**src/rtl/uart_frame_loader_if.sv**
```systemverilog
// uart_frame_loader_if: byte stream in, buffer write port and frame handshake out.
// Ports (master = loader side):
//   rx_vld/rx_data  - byte strobe and data from the UART receiver
//   frame_ack       - engine consumed the held frame
//   wr_en/wr_addr/wr_data - image buffer write port
//   frame_rdy/frame_len   - held frame valid level and its payload length
//   frame_err       - one-cycle error pulse
//   busy            - loader is inside a frame
interface uart_frame_loader_if #(
    parameter int ADDR_W = 10
);
    logic              rx_vld;
    logic [7:0]        rx_data;
    logic              frame_ack;
    logic              wr_en;
    logic [ADDR_W-1:0] wr_addr;
    logic [7:0]        wr_data;
    logic              frame_rdy;
    logic [ADDR_W:0]   frame_len;
    logic              frame_err;
    logic              busy;

    modport master (
        input  rx_vld, rx_data, frame_ack,
        output wr_en, wr_addr, wr_data, frame_rdy, frame_len, frame_err, busy
    );

    modport slave (
        output rx_vld, rx_data, frame_ack,
        input  wr_en, wr_addr, wr_data, frame_rdy, frame_len, frame_err, busy
    );
endinterface

```
**src/rtl/uart_frame_loader.sv**
```systemverilog
// uart_frame_loader: frames UART bytes (header, 16-bit length, payload, checksum) into the image buffer.
// Ports:
//   clk  - system clock
//   rst  - asynchronous active-low reset
//   bus  - uart_frame_loader_if.master: UART byte input, buffer write port, frame handshake
module uart_frame_loader #(
    parameter logic [7:0]  HEADER      = 8'hA5,
    parameter int          ADDR_W      = 10,
    parameter logic [16:0] TIMEOUT_CNT = 17'd86700
) (
    input  logic               clk,
    input  logic               rst,
    uart_frame_loader_if.master bus
);
    localparam int          CW      = ADDR_W + 1;
    localparam logic [16:0] MAX_LEN = 17'(2 ** ADDR_W);

    typedef enum logic [2:0] {S_HUNT, S_LEN_L, S_LEN_H, S_DATA, S_CSUM, S_HOLD} state_t;

    state_t            state, state_n;
    logic [7:0]        len_lo, len_lo_n;
    logic [CW-1:0]     len_q, len_n;
    logic [CW-1:0]     cnt, cnt_n;
    logic [7:0]        csum, csum_n;
    logic [16:0]       tmo, tmo_n;
    logic              wr_en_q, wr_en_n;
    logic [ADDR_W-1:0] wr_addr_q, wr_addr_n;
    logic [7:0]        wr_data_q, wr_data_n;
    logic              rdy_q, rdy_n;
    logic [CW-1:0]     flen_q, flen_n;
    logic              err_q, err_n;
    logic              busy_q;
    logic [15:0]       len_full;
    logic              active;

    assign len_full = {bus.rx_data, len_lo};
    assign active   = state inside {S_LEN_L, S_LEN_H, S_DATA, S_CSUM};

    always_ff @(posedge clk or negedge rst) begin
        if (!rst) begin
            state     <= S_HUNT;
            len_lo    <= '0;
            len_q     <= '0;
            cnt       <= '0;
            csum      <= '0;
            tmo       <= '0;
            wr_en_q   <= 1'b0;
            wr_addr_q <= '0;
            wr_data_q <= '0;
            rdy_q     <= 1'b0;
            flen_q    <= '0;
            err_q     <= 1'b0;
            busy_q    <= 1'b0;
        end else begin
            state     <= state_n;
            len_lo    <= len_lo_n;
            len_q     <= len_n;
            cnt       <= cnt_n;
            csum      <= csum_n;
            tmo       <= tmo_n;
            wr_en_q   <= wr_en_n;
            wr_addr_q <= wr_addr_n;
            wr_data_q <= wr_data_n;
            rdy_q     <= rdy_n;
            flen_q    <= flen_n;
            err_q     <= err_n;
            busy_q    <= state_n != S_HUNT;
        end
    end

    always_comb begin
        state_n   = state;
        len_lo_n  = len_lo;
        len_n     = len_q;
        cnt_n     = cnt;
        csum_n    = csum;
        tmo_n     = '0;
        wr_en_n   = 1'b0;
        wr_addr_n = wr_addr_q;
        wr_data_n = wr_data_q;
        rdy_n     = rdy_q;
        flen_n    = flen_q;
        err_n     = 1'b0;
        // An accepted byte always wins over the terminal count, so the gap timer only advances on idle cycles.
        if (active && !bus.rx_vld) begin
            if (tmo == TIMEOUT_CNT - 17'd1) begin
                err_n   = 1'b1;
                state_n = S_HUNT;
            end else begin
                tmo_n = tmo + 17'd1;
            end
        end
        case (state)
            S_HUNT:
                if (bus.rx_vld && bus.rx_data == HEADER) state_n = S_LEN_L;
            S_LEN_L:
                if (bus.rx_vld) begin
                    len_lo_n = bus.rx_data;
                    state_n  = S_LEN_H;
                end
            S_LEN_H:
                if (bus.rx_vld) begin
                    if (len_full == 16'd0 || {1'b0, len_full} > MAX_LEN) begin
                        err_n   = 1'b1;
                        state_n = S_HUNT;
                    end else begin
                        len_n   = len_full[CW-1:0];
                        cnt_n   = '0;
                        csum_n  = '0;
                        state_n = S_DATA;
                    end
                end
            S_DATA:
                if (bus.rx_vld) begin
                    wr_en_n   = 1'b1;
                    wr_addr_n = cnt[ADDR_W-1:0];
                    wr_data_n = bus.rx_data;
                    csum_n    = csum + bus.rx_data;
                    cnt_n     = cnt + CW'(1);
                    if (cnt + CW'(1) == len_q) state_n = S_CSUM;
                end
            S_CSUM:
                if (bus.rx_vld) begin
                    if (bus.rx_data == csum) begin
                        flen_n  = len_q;
                        rdy_n   = 1'b1;
                        state_n = S_HOLD;
                    end else begin
                        err_n   = 1'b1;
                        state_n = S_HUNT;
                    end
                end
            S_HOLD:
                if (bus.frame_ack) begin
                    rdy_n   = 1'b0;
                    state_n = S_HUNT;
                end
            default: state_n = S_HUNT;
        endcase
    end

    assign bus.wr_en     = wr_en_q;
    assign bus.wr_addr   = wr_addr_q;
    assign bus.wr_data   = wr_data_q;
    assign bus.frame_rdy = rdy_q;
    assign bus.frame_len = flen_q;
    assign bus.frame_err = err_q;
    assign bus.busy      = busy_q;
endmodule

```
**src/flat_wrapper.sv**
```systemverilog
// flat-port wrapper written by rule: the top's interface ports become plain ports
module uart_frame_loader_flat 
#(
    parameter logic [7:0]  HEADER      = 8'hA5,
    parameter int          ADDR_W      = 10,
    parameter logic [16:0] TIMEOUT_CNT = 17'd86700
)
  (clk, rst, bus_rx_vld, bus_rx_data, bus_frame_ack, bus_wr_en, bus_wr_addr, bus_wr_data, bus_frame_rdy, bus_frame_len, bus_frame_err, bus_busy);
  uart_frame_loader_if #(.ADDR_W(ADDR_W)) bus_i ();
  input  logic clk;
  input  logic rst;
  input wire logic [$bits(bus_i.rx_vld)-1:0] bus_rx_vld;
  input wire logic [$bits(bus_i.rx_data)-1:0] bus_rx_data;
  input wire logic [$bits(bus_i.frame_ack)-1:0] bus_frame_ack;
  output wire logic [$bits(bus_i.wr_en)-1:0] bus_wr_en;
  output wire logic [$bits(bus_i.wr_addr)-1:0] bus_wr_addr;
  output wire logic [$bits(bus_i.wr_data)-1:0] bus_wr_data;
  output wire logic [$bits(bus_i.frame_rdy)-1:0] bus_frame_rdy;
  output wire logic [$bits(bus_i.frame_len)-1:0] bus_frame_len;
  output wire logic [$bits(bus_i.frame_err)-1:0] bus_frame_err;
  output wire logic [$bits(bus_i.busy)-1:0] bus_busy;
  assign bus_i.rx_vld = bus_rx_vld;
  assign bus_i.rx_data = bus_rx_data;
  assign bus_i.frame_ack = bus_frame_ack;
  assign bus_wr_en = bus_i.wr_en;
  assign bus_wr_addr = bus_i.wr_addr;
  assign bus_wr_data = bus_i.wr_data;
  assign bus_frame_rdy = bus_i.frame_rdy;
  assign bus_frame_len = bus_i.frame_len;
  assign bus_frame_err = bus_i.frame_err;
  assign bus_busy = bus_i.busy;
  uart_frame_loader #(.HEADER(HEADER), .ADDR_W(ADDR_W), .TIMEOUT_CNT(TIMEOUT_CNT)) u_core (.clk(clk), .rst(rst), .bus(bus_i));
endmodule
```
**config.mk**
```make
export PLATFORM = sky130hd
export DESIGN_NAME = uart_frame_loader_flat
export DESIGN_NICKNAME = d
export VERILOG_FILES = /design/src/rtl/uart_frame_loader_if.sv /design/src/rtl/uart_frame_loader.sv /design/src/flat_wrapper.sv
export SDC_FILE = /design/constraint.sdc
export NUM_CORES = 1
export LEC_CHECK = 0
export ABC_AREA = 1
export BUFFER_PORTS_ARGS = -buffer_cell sky130_fd_sc_hd__buf_2
export CAP_MARGIN = 20
export CORE_MARGIN = 4
export CORE_UTILIZATION = 45
export CTS_CLUSTER_DIAMETER = 50
export DETAILED_ROUTE_END_ITERATION = 12
export PLACE_DENSITY = 0.66
export RECOVER_POWER = 50
export SKIP_LAST_GASP = 1
export SLEW_MARGIN = 5
export SYNTH_ARGS = -nofsm -noshare
export SYNTH_HDL_FRONTEND = slang
export SYNTH_SLANG_ARGS = --single-unit
```
**constraint.sdc**
```tcl
create_clock -name clk -period 1.8 [get_ports clk]
set_input_delay 0.18 -clock clk [delete_from_list [all_inputs] [get_ports clk]]
set_output_delay 0.18 -clock clk [all_outputs]
set_load 0.01 [all_outputs]
```
# Yosys cells after proc, flatten, opt, wreduce, memory -nomap -nowiden
# Index checks and enable logic that the tools add are counted.
[totals]
reg_bits = 91
elab_cells = 84
output_inout_bits = 33
inputBits = 12
[classes]
n_addsub = 3
order_cmp = 1
bitwise = 1
n_reduce_logical = 16
eq_ne = 15
muxes = 35
[ops]
columns = ["cell", "n"]
rows = [
  ["17-bit 2-to-1 mux", 2],
  ["11-bit 2-to-1 mux", 3],
  ["3-bit 2-to-1 mux", 10],
  ["8-bit 2-to-1 mux", 3],
  ["11-bit case mux with 2 select lines", 1],
  ["3-bit case mux with 6 select lines", 1],
  ["17-bit by 1-bit adder with 17-bit output, second input constant", 1],
  ["17-bit == test, second input constant", 1],
  ["16-bit by 11-bit > comparator with 1-bit output, second input constant", 1],
  ["16-bit zero test", 1],
  ["8-bit case mux with 2 select lines", 1],
  ["2-bit != test, second input constant", 6],
  ["11-bit by 1-bit adder with 11-bit output, second input constant", 1],
  ["11-bit == test", 1],
  ["1-bit 2-to-1 mux", 11],
  ["8-bit adder", 1],
  ["8-bit == test", 1],
  ["8-bit == test, second input constant", 1],
  ["4-bit AND reduction", 2],
  ["3-bit by 2-bit == test with 1-bit output, second input constant", 2],
  ["3-bit == test, second input constant", 2],
  ["3-bit AND reduction", 2],
  ["1-bit case mux with 2 select lines", 2],
  ["2-bit AND reduction", 2],
  ["10 further kinds", 12],
]

# Longest topological paths before layout
# Gate-level depths: netlist of run 1.
[depth]
word_depth = 8
ltp_mapped = 15
mapped_depth_nobuf = 15

# Worst setup path before layout of run 1
# OpenSTA, ideal clock, no wires.
[synth_path]
path_kind = "reg-to-reg"
start = "register u_core.csum[0]"
end = "register u_core.csum[6]"
period_less_slack_ps = 1777
path_buffers = 0
path_stages_with_launch = 14
setup_ps = 83
t_arrival_ps = 1694
t_required_ps = 1717
setup_slack_ps = 23
cell_sequence = "dfrtp_1 ha_1 fa_1 nand2_1 inv_1 o21ai_0 nand2_1 nand2_1 inv_1 nor2_1 nor2_1 nor2_1 o21ai_0 o21ai_0"
[synth_between]
elab_chain_len = 3
[synth_rtl]
columns = ["element", "line", "text"]
rows = [
  ["start: declaration", "uart_frame_loader.sv:24", "logic [7:0] csum, csum_n;"],
  ["start signal: assignment", "uart_frame_loader.sv:59", "csum <= csum_n;"],
  ["8-bit adder", "uart_frame_loader.sv:118", "csum_n = csum + bus.rx_data;"],
  ["8-bit 2-to-1 mux", "uart_frame_loader.sv:114", "if (bus.rx_vld) begin"],
  ["8-bit case mux with 2 select lines", "uart_frame_loader.sv:93", "case (state)"],
]
# No other way between the ends. The select of a mux whose other input is x is not followed.
# A chain may end at the register's enable or synchronous reset.

# Worst setup path in the final report of run 1
[layout_path]
start = "register u_core.cnt[1]"
end = "register u_core.busy_q (netlist: u_core.bus.busy)"
[layout_between]
elab_chain_len = 6
[layout_rtl]
columns = ["element", "line", "text"]
rows = [
  ["start: declaration", "uart_frame_loader.sv:23", "logic [CW-1:0] cnt, cnt_n;"],
  ["start signal: assignment", "uart_frame_loader.sv:58", "cnt <= cnt_n;"],
  ["11-bit by 1-bit adder with 11-bit output", "uart_frame_loader.sv:120", "if (cnt + CW'(1) == len_q) state_n = S_CSUM;"],
  ["11-bit == test", "uart_frame_loader.sv:120", ""],
  ["3-bit 2-to-1 mux", "uart_frame_loader.sv:120", ""],
  ["3-bit 2-to-1 mux", "uart_frame_loader.sv:114", ""],
  ["3-bit case mux with 6 select lines", "uart_frame_loader.sv:93", ""],
  ["3-bit nonzero test", "uart_frame_loader.sv:67", "busy_q <= state_n != S_HUNT;"],
  ["end signal: assignment", "uart_frame_loader.sv:53", "busy_q <= 1'b0;"],
  ["end signal: assignment", "uart_frame_loader.sv:67", ""],
  ["end: declaration", "uart_frame_loader.sv:32", "logic busy_q;"],
]
# No other way between the ends.

==> results of run 1 <==
[metrics by stage]
stage	cell area (sq um)	total power [mW]	utilization, %	TNS [ns]	setup slack (ns)
floorplan	4740	4.52	-	0	0.0230
global placement	5350	5.29	52.1	-0.0603	-0.0441
detailed placement	5350	5.39	52.1	-0.404	-0.110
CTS	5630	6.88	54.8	-0.224	-0.0821
global route	5990	7.73	58.3	-1.85	-0.257
finish	5990	7.16	58.3	-0.429	-0.123
[worst paths after layout]
path,startpoint,endpoint,cells past startpoint
max in group asynchronous,rst,u_core.len_lo[0]$_DFFE_PN0P_,3
min in group asynchronous,rst,u_core.bus.wr_data[1]$_DFFE_PN0P_,2
worst min register to register,u_core.bus.wr_addr[5]$_DFFE_PN0P_,u_core.bus.wr_addr[5]$_DFFE_PN0P_,2
worst min-delay path,bus_rx_data[4],u_core.len_lo[4]$_DFFE_PN0P_,3
worst max register to register,u_core.cnt[1]$_DFFE_PN0P_,u_core.bus.busy$_DFF_PN0_,14
worst max-delay path,u_core.cnt[1]$_DFFE_PN0P_,u_core.bus.busy$_DFF_PN0_,14
[cell families after synthesis]
family                   synth area share [%]
flip-flops                               48.0
adder cells (fa/ha/maj)                  2.80
AO/OA/AOI/OAI                            10.8
multiplexers                            0.712
AND/OR/NAND/NOR                          28.9
buffers and inverters                    7.99
XOR/XNOR                                0.739
[sequential cells by signal (all words and copies together), names as in the netlist]
register              flops
u_core.bus.busy           1
u_core.bus.frame_err      1
u_core.bus.wr_data        8
u_core.len_q             11
u_core.csum               8
u_core.bus.frame_rdy      1
u_core.bus.wr_addr       10
u_core.len_lo             8
u_core.cnt               11
u_core.state              3
u_core.tmo               17
u_core.bus.wr_en          1
u_core.bus.frame_len     11
[repair_timing]
action	in CTS	in global routing
pin swaps	3	19
endpoints found under the setup margin	6	51
hold buffers	1	0
setup buffers	2	16
gates resized for setup	9	59
endpoints found under the hold margin	30	0
cloned	0	1
[cells in the mapped netlist (3+ instances only)]
| cell | number | area, sq um |
|---|---|---|
| nand3_1 | 42 | 210 |
| nor3_2 | 4 | 40.0 |
| nor3b_1 | 5 | 37.5 |
| o21ai_0 | 52 | 260 |
| nor3_1 | 11 | 55.1 |
| a21oi_1 | 12 | 60.1 |
| nand4_1 | 14 | 87.6 |
| nor2_2 | 7 | 43.8 |
| nor2_1 | 46 | 173 |
| ha_1 | 9 | 113 |
| nand4_2 | 3 | 37.5 |
| o22ai_1 | 4 | 25.0 |
| inv_1 | 75 | 282 |
| dfrtp_1 | 91 | 2280 |
| nand2_1 | 140 | 526 |
| nor2_4 | 7 | 78.8 |
| mux2_2 | 3 | 33.8 |
| nand2_2 | 6 | 37.5 |
| inv_2 | 5 | 18.8 |
| clkbuf_1 | 5 | 18.8 |
| buf_2 | 6 | 30.0 |
| o21ai_1 | 7 | 35.0 |
[worst max-delay path, stage by stage, from the launching register on]
cell and delay, ns:
dfrtp_1 0.42, buf_6 0.13, nand2_2 0.06, nor2_4 0.22, nand2_4 0.11, o21ai_4 0.15
nand2_1 0.07, nand2_1 0.05, nand2_1 0.06, nor2_2 0.14, nand2_1 0.08, nand2_2 0.08
nand2_2 0.05, a21oi_2 0.13, nand2_1 0.06
[routing by layer]
metal,share of wire (%),GRT usage (%),up-vias
met2,51,31.3,74
met5,0,0,-
met3,3.3,3.17,10
met4,0.89,4.60,0
met1,44,25.4,2046
li1,-,-,2102
[power groups by stage]
stage                     Sequential (mW)  Clock [mW]  Combinational (mW)
after global placement               2.90           0                2.39
after detailed placement             2.92           0                2.47
final                                2.94        1.42                2.80
after CTS                            2.90        1.45                2.53
after global routing                 3.01        1.56                3.15
after floorplan                      2.98           0                1.54
[cell usage in the layout (no fill, tap or decap), types with 7 or more instances in the layout]
| cell type | count |
|---|---|
| nand4_1 | 14 |
| buf_4 | 38 |
| a21oi_1 | 9 |
| nor3_1 | 8 |
| nand2_2 | 12 |
| nor2_1 | 41 |
| nor2_2 | 9 |
| dfrtp_1 | 89 |
| clkbuf_8 | 10 |
| nand2_1 | 132 |
| o21ai_1 | 13 |
| nor2_4 | 10 |
| buf_2 | 38 |
| inv_1 | 73 |
| o21ai_0 | 46 |
| clkbuf_1 | 7 |
| nand3_1 | 36 |
[cell type report]
class | instances | share of cell area [%]
clock inverter | 6 | 1.09
sequential | 91 | 38.1
multi-input combinational | 399 | 39.1
tap | 136 | 2.84
inverter | 80 | 5.06
timing repair buffer | 97 | 11.6
clock buffer | 10 | 2.30
==> impl_metrics.toml, run 1 <==
[detailed_routing]
vias = 4232
first_iter_violations = 186
drtAntennaViolNets = 0
viasPerCell = 5.17
detail_route.wl_per_cell_microns = 14.6
drt_first_pass_iters = 5
drc = 0
wl_mm = 12.0

[sta]
setup_slack_ns = -0.123
slew_viol_final = 0
fin_skew_ns = 0.00897
slew_headroom_pct = 39.8
hold_viol = 0
period_share_pct = 107
fin_hold_ws_ns = 0.0873
max_freq_mhz = 520
tightest_slew_ns = 0.903
fin_crit_ns = 1.92
rsz0062_at_grt = "yes"
setup_violations = 8

[finish]
multi_input_area_sq_mm = 0.00234
syn_to_final_growth_pct = 26.3
seqCellArea_sq_mm = 0.00228
fill_cells = 951
fin_cells = 819
nets = 700
drive_gt1_share_pct = 27.4
num_antenna_cells = 0

[die]
die_w_microns = 111
coreArea_sq_mm = 0.0103
initial_core_util_pct = 46.1
num_rows = 37
die_y_microns = 111
ios = 45
die_area_sq_mm = 0.0122

[global_route]
overflow = 0
grt_antenna_before_repair = 0
track_usage_pct = 18.7
grt_max_degree = 43
grt_pass1_wl_mm = 18.9
first_global_vias = 3968

[clocking]
path_clk_slew_ns = 0.09
htreeDepth = 3
clock_sinks = 91
worstSkewPairLatency_ns = 0.36
clockRootBuffer = "clkbuf_8"
clockBufferDepth = 2
cts_tree = "yes"
cts_inserted_buffers = 9

[placed_design]
place_congestion = 0.900
port_buffers = 44
dp_hpwl_mm = 8.41
place_inst = 783

[power]
seqPwrFrac_pct = 41.1
p_leak_nw = 2.89
power_frac_comb_pct = 39.0
p_sw_share_pct = 39.1
peakVddDrop_mv = 0.576
clkPwrFrac_pct = 19.9
p_switching_mw = 2.80
powerDensity_mw_per_mm2 = 1200
internal_power_mw = 4.36

[setup_path]
rrSetupSlack_ns = -0.12
cp-start-kind = "flop"
path_class = "flop to flop"
end_kind = "flop"
critPathMaxFanout = 6
arrival_ns = 2.18
crit_required_ns = 2.05

[synthesis]
syn_area_sq_mm = 0.00474
syn-instance-count = 584
ys_ff_latch = 91
syn_nets = 606
async_flop_share_pct = 100
synth_area_per_cell_sq_um = 8.12
ys_dominant_reg_cell = "dfrtp_1"
yosysSeqAreaShare_pct = 48.0
synth_edf_count = 0
synthDistinctLibCells = 43
yosys_warnings = 0

[outcome]
outcome = "finished with violations"
violations = "negative setup slack"

[job]
maxCapViolations = 0

[min_path]
hp-class = "input port to flop"
(Power assumes the default switching activity.)
==> inputs of run 2 (changes only) <==
- SETUP_SLACK_MARGIN: unset -> 0.4
==> run 2 against run 1 <==
The run still ends with negative setup slack left. Via count is 7.1% higher. Combinational power up 20%. Wire length grew 13%. Sequential share of layout area shrank 5.0 points. Critical path type unchanged. Largest cell class unchanged.
==> impl_metrics.toml, run 2 (same netlist as run 1, synthesis figures left out) <==
[outcome]
outcome = "finished with violations"
violations = "negative setup slack"

[clocking]
clock_sinks = 91
path_clk_slew_ns = 0.10
worstSkewPairLatency_ns = 0.37
cts_tree = "yes"
clockBufferDepth = 2
clockRootBuffer = "clkbuf_8"
cts_inserted_buffers = 9
htreeDepth = 3

[power]
peakVddDrop_mv = 0.715
p_leak_nw = 3.23
powerDensity_mw_per_mm2 = 1150
finalPower_mw = 7.95

[min_path]
hp-class = "input port to flop"

[sta]
fin_setup_tns_ns = -0.281
period_share_pct = 106
tightest_slew_ns = 0.805
fin_skew_ns = 0.00960
fin_crit_ns = 1.92
slew_viol_final = 0
setup_slack_ns = -0.116
max_freq_mhz = 522
hold_viol = 0
setup_violations = 3
slew_headroom_pct = 46.3
rsz0062_at_grt = "yes"

[global_route]
grt_max_degree = 33
grt_antenna_before_repair = 0
overflow = 0
grt_pass1_wl_mm = 21.7
first_global_vias = 4360
track_usage_pct = 22.0

[placed_design]
port_buffers = 44
dp_hpwl_mm = 8.32
place_inst = 778
dp_worst_setup_slack_ns = -0.0912
place_congestion = 0.897

[die]
initial_core_util_pct = 46.1
die_w_microns = 111
die_y_microns = 111
coreArea_sq_mm = 0.0103
ios = 45
num_rows = 37
die_area_sq_mm = 0.0122

[detailed_routing]
drc = 0
wl_mm = 13.6
detail_route.wl_per_cell_microns = 16.0
drt_first_pass_iters = 6
wirelength_met1_mm = 5.99
met2_length_mm = 6.69
drtAntennaViolNets = 0
wl_met3_microns = 644
vias = 4534
first_iter_violations = 253
viasPerCell = 5.35
top_layer = "met4"

[setup_path]
r2r_start = "u_core.cnt[0]$_DFFE_PN0P_"
worstPathCellList = "buf_6 > inv_2 > nor2_4 > nand3_2 > nand3_2 > nand2_2 > nor2_1 > nand2_1 > nor2_2 > nand2_1 > nand2_2 > nand2_2 > a21oi_2 > nand2_1"
cp_slowest_cell = "dfrtp_2"
path_class = "flop to flop"
cpPeakStageDelay_ns = 0.42
worst_r2r_path_depth = 14
worstSetupStartpoint = "u_core.cnt[0]$_DFFE_PN0P_"
crit_required_ns = 2.06
end_kind = "flop"
critPathMaxFanout = 6
rr_endpoint = "u_core.bus.busy$_DFF_PN0_"
cp-start-kind = "flop"
endpoint = "u_core.bus.busy$_DFF_PN0_"
rrSetupSlack_ns = -0.12
arrival_ns = 2.17

[finish]
final_common_cell = "nand2_1"
final_util_pct = 67.2
fin_cells = 847
num_antenna_cells = 0
nets = 728
max_flop_register = "u_core.tmo"
drive_gt1_share_pct = 41.4
final_cell_mix = "nand2_1 (114), dfrtp_1 (84), inv_1 (63)"
largest_register_ffs = 17
fill_cells = 813
syn_to_final_growth_pct = 45.6

[job]
maxCapViolations = 0
[run 2: cell count changes in the layout (fill, tap and decap cells not counted), sizes merged]
cell    delta
clkinv     -2
clkbuf     +3
inv        +2
buf       +24
bufinv     +1
[run 2: layer usage]
| layer | vias to the layer above | global-route usage [%] |
|---|---|---|
| met5 | - | 0 |
| met4 | 0 | 8.37 |
| met3 | 27 | 3.17 |
| met2 | 123 | 36.4 |
| met1 | 2212 | 29.2 |
| li1 | 2172 | - |
[run 2: how the worst min path moves through the flow]
stage / cells after the start / slack, ns / start / end
2_1_floorplan: 0 / -0.12 / rst / u_core.bus.busy$_DFF_PN0_
4_1_cts: 3 / 0.06 / bus_rx_data[7] / u_core.len_lo[7]$_DFFE_PN0P_
6_report: 3 / 0.09 / bus_rx_data[7] / u_core.len_lo[7]$_DFFE_PN0P_
3_5_place_dp: 1 / 0.15 / rst / u_core.bus.frame_len[6]$_DFFE_PN0P_
5_1_grt: 3 / 0.09 / bus_rx_data[7] / u_core.len_lo[7]$_DFFE_PN0P_
3_3_place_gp: 1 / 0.15 / rst / u_core.tmo[5]$_DFF_PN0_
[run 2: what timing repair did]
item,4_1_cts,5_1_grt
buffers inserted,30,10
resized for setup,103,78
cloned,9,3
endpoints found under the setup margin,88,90
pin swaps,18,26
endpoints found under the hold margin,28,0
hold buffers,1,0
[run 2: power breakdown]
group,internal (mW),total (mW),switching [mW]
registers,2.56,3.02,0.455
clock network,0.793,1.58,0.788
logic,1.45,3.35,1.90
total,4.81,7.95,3.14
[run 2: area by class of cell]
type / count / area, sq um / share of cell area (%)
repair buffers: 125 / 1180 / 17.1
clock inverters: 7 / 98.8 / 1.43
multi-input cells: 399 / 2740 / 39.6
flip-flops and latches: 91 / 2290 / 33.1
clock buffers: 9 / 124 / 1.79
well taps: 136 / 170 / 2.47
inverters: 80 / 310 / 4.50
[run 2: through the flow]
step | hold WS (ns) | area, sq um
floorplan | -0.116 | 4950
detailed placement | 0.154 | 5470
global placement | 0.152 | 5470
global route | 0.0942 | 6900
CTS | 0.0630 | 6510
finish | 0.0866 | 6900
[run 2: worst max-delay path: cells and delay by family, from the launching register on]
kind                   cells  cell delay [ns]
AND/OR/NAND/NOR           11             1.11
buffers and inverters      2             0.16
AO/OA/AOI/OAI              1             0.13
flip-flops                 1             0.42
